===== src/rtl/counter_pkg.sv =====
// Shared types and limits for the parametrised up/down modulo counter.
package counter_pkg;

    typedef enum logic {
        MODE_WRAP,
        MODE_SAT
    } mode_e;

    localparam int unsigned WIDTH_MIN = 2;
    localparam int unsigned WIDTH_MAX = 32;

endpackage


===== src/rtl/counter_prescaler.sv =====
// Enable prescaler: tick is high on every PRESCALE-th enabled cycle; restart returns to phase 0.
// Only instantiated when COUNTER_PRESCALE_EN is defined.
module counter_prescaler #(
    parameter int unsigned PRESCALE = 4
) (
    input  logic CLK,
    input  logic reset,
    input  logic en,
    input  logic restart,
    output logic tick
);

    localparam int unsigned PW = (PRESCALE > 1) ? $clog2(PRESCALE) : 1;
    localparam logic [PW-1:0] LAST = PW'(PRESCALE - 1);

    logic [PW-1:0] phase_q, phase_d;

    // With PRESCALE=1, LAST is 0 and the phase never leaves 0, so tick stays high.
    assign tick = (phase_q == LAST);

    always_comb begin
        phase_d = phase_q;
        if (restart) begin
            phase_d = '0;
        end else if (en) begin
            phase_d = tick ? '0 : phase_q + PW'(1);
        end
    end

    always_ff @(posedge CLK or negedge reset) begin
        if (!reset) begin
            phase_q <= '0;
        end else begin
            phase_q <= phase_d;
        end
    end

endmodule


===== src/rtl/counter_updown_mod.sv =====
// Parametrised up/down modulo counter with wrap/saturate mode, clamp-on-load and wrap pulse.
// Optional enable prescaler is built in when COUNTER_PRESCALE_EN is defined.
module counter_updown_mod
    import counter_pkg::*;
#(
    parameter int unsigned     WIDTH = 4,
    parameter longint unsigned MAX   = (64'd1 << WIDTH) - 64'd1,
    parameter mode_e           MODE  = MODE_WRAP
`ifdef COUNTER_PRESCALE_EN
    ,
    parameter int unsigned     PRESCALE = 4
`endif
) (
    input  logic             CLK,
    input  logic             reset,
    input  logic             en,
    input  logic             up_dn,
    input  logic             clr,
    input  logic             load,
    input  logic [WIDTH-1:0] load_val,
    output logic [WIDTH-1:0] count,
    output logic             tc,
    output logic             wrap
);

    if (WIDTH < WIDTH_MIN || WIDTH > WIDTH_MAX) begin : g_bad_width
        $error("counter_updown_mod: WIDTH must be in 2..32");
    end
    if (MAX > ((64'd1 << WIDTH) - 64'd1)) begin : g_bad_max
        $error("counter_updown_mod: MAX exceeds 2**WIDTH-1");
    end
`ifdef COUNTER_PRESCALE_EN
    if (PRESCALE < 1) begin : g_bad_prescale
        $error("counter_updown_mod: PRESCALE must be >= 1");
    end
`endif

    localparam logic [WIDTH-1:0] MAX_V = WIDTH'(MAX);

    logic [WIDTH-1:0] count_q, count_d;
    logic             wrap_q, wrap_d;
    logic             tick;

`ifdef COUNTER_PRESCALE_EN
    counter_prescaler #(
        .PRESCALE (PRESCALE)
    ) u_prescaler (
        .CLK     (CLK),
        .reset   (reset),
        .en      (en),
        .restart (clr | load),
        .tick    (tick)
    );
`else
    assign tick = 1'b1;
`endif

    always_comb begin
        count_d = count_q;
        wrap_d  = 1'b0;
        if (clr) begin
            count_d = '0;
        end else if (load) begin
            count_d = (load_val > MAX_V) ? MAX_V : load_val;
        end else if (en && tick) begin
            if (up_dn) begin
                if (count_q != MAX_V) begin
                    count_d = count_q + WIDTH'(1);
                end else if (MODE == MODE_WRAP) begin
                    count_d = '0;
                    wrap_d  = 1'b1;
                end
            end else begin
                if (count_q != '0) begin
                    count_d = count_q - WIDTH'(1);
                end else if (MODE == MODE_WRAP) begin
                    count_d = MAX_V;
                    wrap_d  = 1'b1;
                end
            end
        end
    end

    always_ff @(posedge CLK or negedge reset) begin
        if (!reset) begin
            count_q <= '0;
            wrap_q  <= 1'b0;
        end else begin
            count_q <= count_d;
            wrap_q  <= wrap_d;
        end
    end

    assign count = count_q;
    assign wrap  = wrap_q;
    assign tc    = up_dn ? (count_q == MAX_V) : (count_q == '0);

endmodule


===== config.mk =====
export PLATFORM = sky130hd
export DESIGN_NAME = counter_updown_mod
export DESIGN_NICKNAME = d
export VERILOG_FILES = /design/src/rtl/counter_pkg.sv /design/src/rtl/counter_prescaler.sv /design/src/rtl/counter_updown_mod.sv
export SDC_FILE = /design/constraint.sdc
export NUM_CORES = 1
export LEC_CHECK = 0
export ABC_CLOCK_PERIOD_IN_PS = 3800
export CORE_AREA = 4 4 41 43
export CTS_CLUSTER_SIZE = 20
export DETAILED_ROUTE_END_ITERATION = 16
export DIE_AREA = 0 0 45 47
export SYNTH_ARGS = -nofsm -noshare
export SYNTH_HDL_FRONTEND = slang
export SYNTH_SLANG_ARGS = --single-unit

===== constraint.sdc =====
create_clock -name CLK -period 3.8 [get_ports CLK]
set_input_delay 0.57 -clock CLK [delete_from_list [all_inputs] [get_ports CLK]]
set_output_delay 0.57 -clock CLK [all_outputs]
set_load 0.02 [all_outputs]

# ---- Word-level counts from Yosys, hierarchy flattened
# Index checks and enable logic that the tools add are counted.
dict set report word_totals {
  register_bits 5
  input_bits 10
  output_inout_bits 6
  elab_cells 24
}
dict set report op_classes {
  add_sub_neg 2
  order_cmp 1
  eq_ne 2
  n_mux 14
  reduce_logical 3
}
# cell n
set ops {}
lappend ops {{$mux 4} 7}
lappend ops {{$mux 1} 7}
lappend ops {{$add 4x1->4 const B} 1}
lappend ops {{$eq 4x4->1 const B} 1}
lappend ops {{$gt 4x4->1 const B} 1}
lappend ops {{$logic_not 4->1} 1}
lappend ops {{$ne 4x4->1 const B} 1}
lappend ops {{$reduce_bool 4->1} 1}
lappend ops {{$sub 4x1->4 const B} 1}
lappend ops {{$reduce_bool 3->1} 1}

# ---- Depth between registers and ports, before layout
# Gate-level depths: netlist of the first run.
dict set report logic_depth {
  ltp_word 6
  mapped_depth 6
  mapped_depth_nobuf 6
}

# ---- Worst setup path before layout of the first run
# Ideal clock, no wire load.
dict set report synth_path {
  path_type {register to output}
  start {register count_q[0], in the netlist count[0]}
  end {output tc}
  t_arrival_ps 1390
  required_ps 3230
  path_slack_ps 1840
  path_stages_with_launch 5
  n_path_buf 0
  path_cell_list {dfrtp_1 > inv_1 > ha_1 > or3b_4 > o21ai_2}
}
dict set report synth_between {
  elab_chain_cells 2
  elab_cells_between_ends 3
  cone_classes {1 x eq/ne; 1 x mux; 1 x reduce/logical}
}
# item line
set synth_rtl {}
lappend synth_rtl {{from (decl)} counter_updown_mod.sv:40} ;# logic [WIDTH-1:0] count_q, count_d;
lappend synth_rtl {{from (signal assigned)} counter_updown_mod.sv:89} ;# count_q <= count_d;
lappend synth_rtl {{$eq 4x4->1 or $logic_not 4->1 (tied branches)} counter_updown_mod.sv:96} ;# assign tc = up_dn ? (count_q == MAX_V) : (count_q == '0);
lappend synth_rtl {{$mux 1 (*)} counter_updown_mod.sv:96}
lappend synth_rtl {{to (decl)} counter_updown_mod.sv:22} ;# output logic tc,
# Every way passes the cells marked *; elsewhere a longest branch is shown, timed or not.

# ---- Worst setup path in the final report of the first run
dict set report layout_path {
  start {input up_dn}
  end {output tc}
}
dict set report layout_between {
  elab_chain_cells 1
}
# item line
set layout_rtl {}
lappend layout_rtl {{from (decl)} counter_updown_mod.sv:17} ;# input logic up_dn,
lappend layout_rtl {{$mux 1} counter_updown_mod.sv:96}
# Every way passes these cells.

==> reports/results.md, run 1 <==
* 0 — post-route ant nets
* 0 — number of antenna violations at the first check in global routing
* 5.14 — DR vias/cell
* 3230 ps — Req. time, crit path
* 346 MHz — Peak Freq
* 940 µm — drt total wl
* 2 — maximum buffer depth of the clock tree
* sky130_fd_sc_hd__clkdlybuf4s50_1 — cell repeated most along the worst path
* 47 µm — vertical die dimension
* 0.760 — Final Cycle Share
* 924 ps — Setup Slack @ Placement
* 1 — maximum level of the CTS H-tree
* 0 — post-cts resize count
* 0.309 — share of the synthesized area in the top cell type
* 354 ps — slew at the pin closest to its max-slew limit
* 44.4% — P&R area growth vs syn
* 549 ps — final hold slack
* met2 — layer carrying the most global-route usage
* 16 — number of top-level pins
* count[0] — r2r startpoint
* 913 ps — post-route setup slack
* 12.1 µm — mean routed wirelength per cell
* 0 — number of setup violations in the final report
* 0 — # diodes
* sky130_fd_sc_hd__dfrtp_1 — cell type with the largest total area after synthesis
* 0.125 — met1 capacity usage during global routing
* 27 — Unique masters post-synth
* yes — clock tree from TritonCTS
* 0.00212 mm² — die area
* 0 — count of yosys warnings during synthesis
* 7 — crit-path max FO
* 0 — Final Max Slew Viols
* 0 — # Post-CTS Setup Buffers
* 620 ps — peak per-stage delay on the critical path
* 3 — clock buffer count from CTS
* 5 — Detailed Route Iter0 Violations
* 363 — via count of the first global-routing pass
* no — setup repair after global routing missed its margin
* 45 µm — width of the chip
* 0 — count of hold-fix buffers inserted at cts
* output port — nature of the critical path endpoint
* 76 — Nets
* 133 — FILL cells
* sky130_fd_sc_hd__clkdlybuf4s50_1 — Worst path slowest cell
* 243 µm² — area occupied by multi-input gates
* 0 — hold violation count in the final report
* 1.29 ps — final clock skew
* 0.000241 µW — P_leak
* 0.0986 — total routing resource utilization after global routing
* 0.147 mV — Max IR drop VDD
* 46 — number of standard cells after synthesis
* clkdlybuf4s50_1, or3b_4, o21ai_2, clkdlybuf4s50_1 — chain of cells forming the critical path
* count[0] — Crit Reg-Reg Endpoint
* 8.81 µm² — mean instance size in the synthesized netlist
* 0.312 — Initial Utilization
* 0.111 — layout cell share with drive strength beyond 1
* 0.00130 mm² — core box area
* sky130_fd_sc_hd__dfrtp_1 (31%), sky130_fd_sc_hd__a21oi_1 (6.2%), sky130_fd_sc_hd__ha_1 (6.2%) — largest cells by area after synthesis
* 15 — port bufs
* 2890 ps — Min Clock Period, post-route
* 125 µm² — FF/Latch Area
* 405 µm² — post-synthesis instance area
* input pin to output port — path type of the worst setup path
* 401 — DR vias
* 0.0115 — met3 track demand over resource
* 0.763 — Relative slew margins
* 0 — final global-route overflow total
* 58 — net count after synthesis
* 705 µm — DPL Wire Length
* 0.309 — portion of the post-synthesis area used by sequential elements
* input pin to async pin — Hold Path Class
* 0.164 — grt met2 use
* 313 mW/mm² — power per cell area
* 5 — number of storage elements in the synthesis netlist
* 4 — iteration count of the initial detailed-routing pass
* 1530 µm — wire length of the first global-routing pass
* 5 — CTS sink cnt
* 13 — Rows
* 0.666 — last weighted congestion value of the routability-driven placer
* 11 — pin count of the biggest net entering global routing
* 40 ps — Worst-path clk slew
* 183 µW — power after layout
* 240 ps — clk_lat worst skew
* 0 ps — Sum Neg Setup Slack
* finished clean — status
* input pin — Critical Path Source Type
* 0 — number of maximum-capacitance constraint violations
* 0 — DRC Markers
* 2320 ps — worst endpoint data arrival time
* sky130_fd_sc_hd__clkbuf_4 — buffer cell driving the clock tree root
* 2110 ps — register-to-register path setup slack
* 6 — Register-to-Register Path Depth
cell families after synthesis:
kind of cell,synth area share
AOI/OAI and AO/OA,0.278
xor gates and xnor gates,0.0432
adders and majority gates,0.0617
buffers and inverters,0.0926
DFF,0.309
muxes,0.0494
and+or+nand+nor,0.167
synthesized netlist by cell type (all sizes together):
cell type and n:
a311oi 1, nor3 2, or4 1, clkbuf 1, a31oi 1, nand2 1
o21bai 1, a21oi 5, nor4b 1, o41a 1, ha 2, or3b 1
a21boi 1, nor2 2, mux2i 2, nand4 1, o21a 1, a221oi 1
xnor2 2, o21ai 4, buf 1, nor2b 2, inv 6, dfrtp 5
worst max path at each step:
stage,cells past startpoint,from,slack [ps],endpoint
floorplan,4,count[0],1840,tc
global placement,4,up_dn,940,tc
detailed placement,4,up_dn,920,tc
CTS,4,up_dn,920,tc
global route,4,up_dn,870,tc
finish,4,up_dn,910,tc
where the power goes:
part           switching (µW)  total, µW  internal, µW
logic                    27.1       58.7          31.5
clock network            21.0       60.6          39.6
registers                7.07       64.1          57.0
total                    55.2        183           128
metal layers:
metal / vias up / wire length, µm
met5: - / 0
met4: 0 / 0
met3: 0 / 51
met2: 12 / 453
met1: 190 / 435
li1: 199 / -
per-stage QoR:
step	utilization	cell area [µm²]	cells
6_report	0.450	586	78
5_1_grt	0.450	586	78
4_1_cts	0.450	586	78
3_5_place_dp	0.430	559	74
3_3_place_gp	0.430	559	74
2_1_floorplan	-	405	46
worst max-delay path, delay by kind of cell:
family                 cells  cell delay, ps
AOI/OAI and AO/OA          1             140
buffers and inverters      2            1170
and+or+nand+nor            1             440
sequential cells by signal, indices dropped and copies added (netlist names):
name and flops:
count 4, wrap 1
final cells by class:
class	count	area share
well taps	15	0.0321
flip-flops and latches	5	0.214
repair buffers	15	0.256
clock buffers	4	0.0449
multi-input cells	33	0.415
inverters	6	0.0385
cells in the final DEF, fill, tap and decap left out, drive strengths merged:
master / netlist / final
a21boi: 1 / 1
a21oi: 5 / 5
a221oi: 1 / 1
a311oi: 1 / 1
a31oi: 1 / 1
clkbuf: 1 / 4
clkdlybuf4s50: 0 / 15
dfrtp: 5 / 5
ha: 2 / 2
inv: 6 / 6
mux2i: 2 / 2
nand2: 1 / 1
nand4: 1 / 1
nor2: 2 / 2
nor2b: 2 / 2
nor3: 2 / 2
nor4b: 1 / 1
o21a: 1 / 1
o21ai: 4 / 4
o21bai: 1 / 1
o41a: 1 / 1
or3b: 1 / 1
or4: 1 / 1
xnor2: 2 / 2
No activity file was read; power rests on OpenSTA's default activity.
==> run 2, diff against run 1 <==
Settings changed: ABC_CLOCK_PERIOD_IN_PS 3800 to 2950.
Clock period 3.8 ns to 2.95 ns, I/O delays scaled along.
==> reports/results.md, run 2 (synthesis gave the netlist of run 1 again) <==
* finished clean — status
* 7 — crit-path max FO
* 2560 ps — Min Clock Period, post-route
* 0.00212 mm² — die area
* 5 — Register-to-Register Path Depth
* 168 µW — internal power of the cells
* flip-flop — Critical Path Source Type
* 0 — count of hold-fix buffers inserted at cts
* 0 — post-route ant nets
* 0.648 — last weighted congestion value of the routability-driven placer
* 0.138 — layout cell share with drive strength beyond 1
* 418 — DR vias
* 601 µm² — Non-Filler Cell Area, Final
* 0 — number of antenna violations at the first check in global routing
* sky130_fd_sc_hd__clkdlybuf4s50_1 — Worst path slowest cell
* 2 — maximum buffer depth of the clock tree
* 134 — FILL cells
* 5 — Detailed Route Iter0 Violations
* 11 — pin count of the biggest net entering global routing
* 13 — Rows
* 1510 µm — wire length of the first global-routing pass
* no — setup repair after global routing missed its margin
* 391 MHz — Peak Freq
* 0.00130 mm² — core box area
* sky130_fd_sc_hd__clkbuf_4 — buffer cell driving the clock tree root
* 0 — DRC Markers
* 0.299 — switch share
* 15 — port bufs
* 1 — maximum level of the CTS H-tree
* 0 — number of setup violations in the final report
* 47 µm — vertical die dimension
* 5 — WP depth
* output port — nature of the critical path endpoint
* 367 — via count of the first global-routing pass
* 0.779 — Relative slew margins
* 2510 ps — Req. time, crit path
* 0.312 — Initial Utilization
* 1280 ps — register-to-register path setup slack
* 4 — iteration count of the initial detailed-routing pass
* 4 — flip-flop count of the largest register after layout
* sky130_fd_sc_hd__clkdlybuf4s50_1 — most common library cell in the layout ignoring fill and taps
* 0 — number of maximum-capacitance constraint violations
* 2120 ps — worst endpoint data arrival time
* 76 — instance count after placement with tap cells included
* 0 — # diodes
* 620 ps — peak per-stage delay on the critical path
* 0.000251 µW — P_leak
* 0.336 — power share of the sequential group
* 398 mW/mm² — power per cell area
* 40 ps — Worst-path clk slew
* 574 µm² — total cell area at the placement stage
* 240 ps — clk_lat worst skew
* 0 — # Post-CTS Setup Buffers
* 0.102 — total routing resource utilization after global routing
* 330 ps — slew at the pin closest to its max-slew limit
* 0 — Final Max Slew Viols
* wrap — Crit Reg-Reg Endpoint
* flip-flop to output port — path type of the worst setup path
* 45 µm — width of the chip
* sky130_fd_sc_hd__clkdlybuf4s50_1 (15), sky130_fd_sc_hd__inv_1 (5), sky130_fd_sc_hd__a21oi_1 (5), sky130_fd_sc_hd__dfrtp_1 (5), sky130_fd_sc_hd__clkbuf_4 (3) — commonest cells after routing, fill and taps aside
* 243 µm² — area occupied by multi-input gates
* 11.8 µm — mean routed wirelength per cell
* 482 ps — Setup Slack @ Placement
* 0 ps — Sum Neg Setup Slack
* count[1] — r2r startpoint
* 80 — Post-Layout Cell Count
* 5.23 — DR vias/cell
* 2 — worst path buffer plus inverter count
* 125 µm² — FF/Latch Area
* 391 ps — post-route setup slack
* 0.198 mV — Max IR drop VDD
* 71.5 µW — switching power of the nets
* yes — clock tree from TritonCTS
* buffers and inverters — gate family responsible for the most delay along the worst path
* 0.328 — Clk network pwr share
* 239 µW — power after layout
* 947 µm — drt total wl
* 0 — final global-route overflow total
* 0.867 — Final Cycle Share
* 0 — post-cts resize count
* 0.336 — combinational fraction of design power
* 5 — CTS sink cnt
* 0 — hold violation count in the final report
* input pin to async pin — Hold Path Class
* 78 — Nets
* 0.497 ps — final clock skew
* 3 — clock buffer count from CTS
* 48.1% — P&R area growth vs syn
* 16 — number of top-level pins
* inv_1, ha_1, or3b_4, o21ai_2, clkdlybuf4s50_1 — chain of cells forming the critical path
[run 2: cell types whose count changed in the layout (fill, tap and decap cells not counted), sizes merged]
| cell | previous run | this run |
|---|---|---|
| buf | 0 | 2 |
[run 2: routing by layer]
metal | vias to the layer above | track usage | part of all wire
li1 | 203 | - | -
met1 | 197 | 0.120 | 0.42
met2 | 14 | 0.164 | 0.50
met3 | 4 | 0.0115 | 0.051
met4 | 0 | 0.0877 | 0.031
met5 | - | 0 | 0
[run 2: how the worst max path moves through the flow]
| stage | start | slack (ps) | to |
|---|---|---|---|
| detailed placement | up_dn | 480 | tc |
| floorplan | count[0] | 1120 | tc |
| global placement | up_dn | 480 | tc |
| CTS | count[1] | 370 | tc |
| global route | count[1] | 330 | tc |
| finish | count[1] | 390 | tc |
[run 2: cell type report]
| class | instances | share of cell area |
|---|---|---|
| tap | 15 | 0.0313 |
| timing repair buffer | 17 | 0.275 |
| multi-input combinational | 33 | 0.404 |
| sequential | 5 | 0.208 |
| inverter | 6 | 0.0375 |
| clock buffer | 4 | 0.0438 |
[run 2: power by group through the flow]
stage	clock, µW	sequential, µW	combinational (µW)
detailed placement	0	81.2	80.9
global route	83.7	81.4	87.6
global placement	0	81.7	80.4
CTS	82.4	80.3	81.3
finish	78.3	80.3	80.4
floorplan	0	87.4	39.1
[run 2: stage by stage]
| stage | utilization | hold slack [ps] |
|---|---|---|
| after floorplan | - | 147 |
| after global placement | 0.441 | 683 |
| after detailed placement | 0.441 | 678 |
| after CTS | 0.462 | 418 |
| after global routing | 0.462 | 430 |
| final | 0.462 | 421 |
[run 2: worst reg2reg max path: stages (launching register included)]
cell and delay [ps]:
sky130_fd_sc_hd__dfrtp_1 440, sky130_fd_sc_hd__inv_1 100, sky130_fd_sc_hd__ha_1 180, sky130_fd_sc_hd__or3b_4 400, sky130_fd_sc_hd__o21ai_2 140, sky130_fd_sc_hd__nor4b_1 290
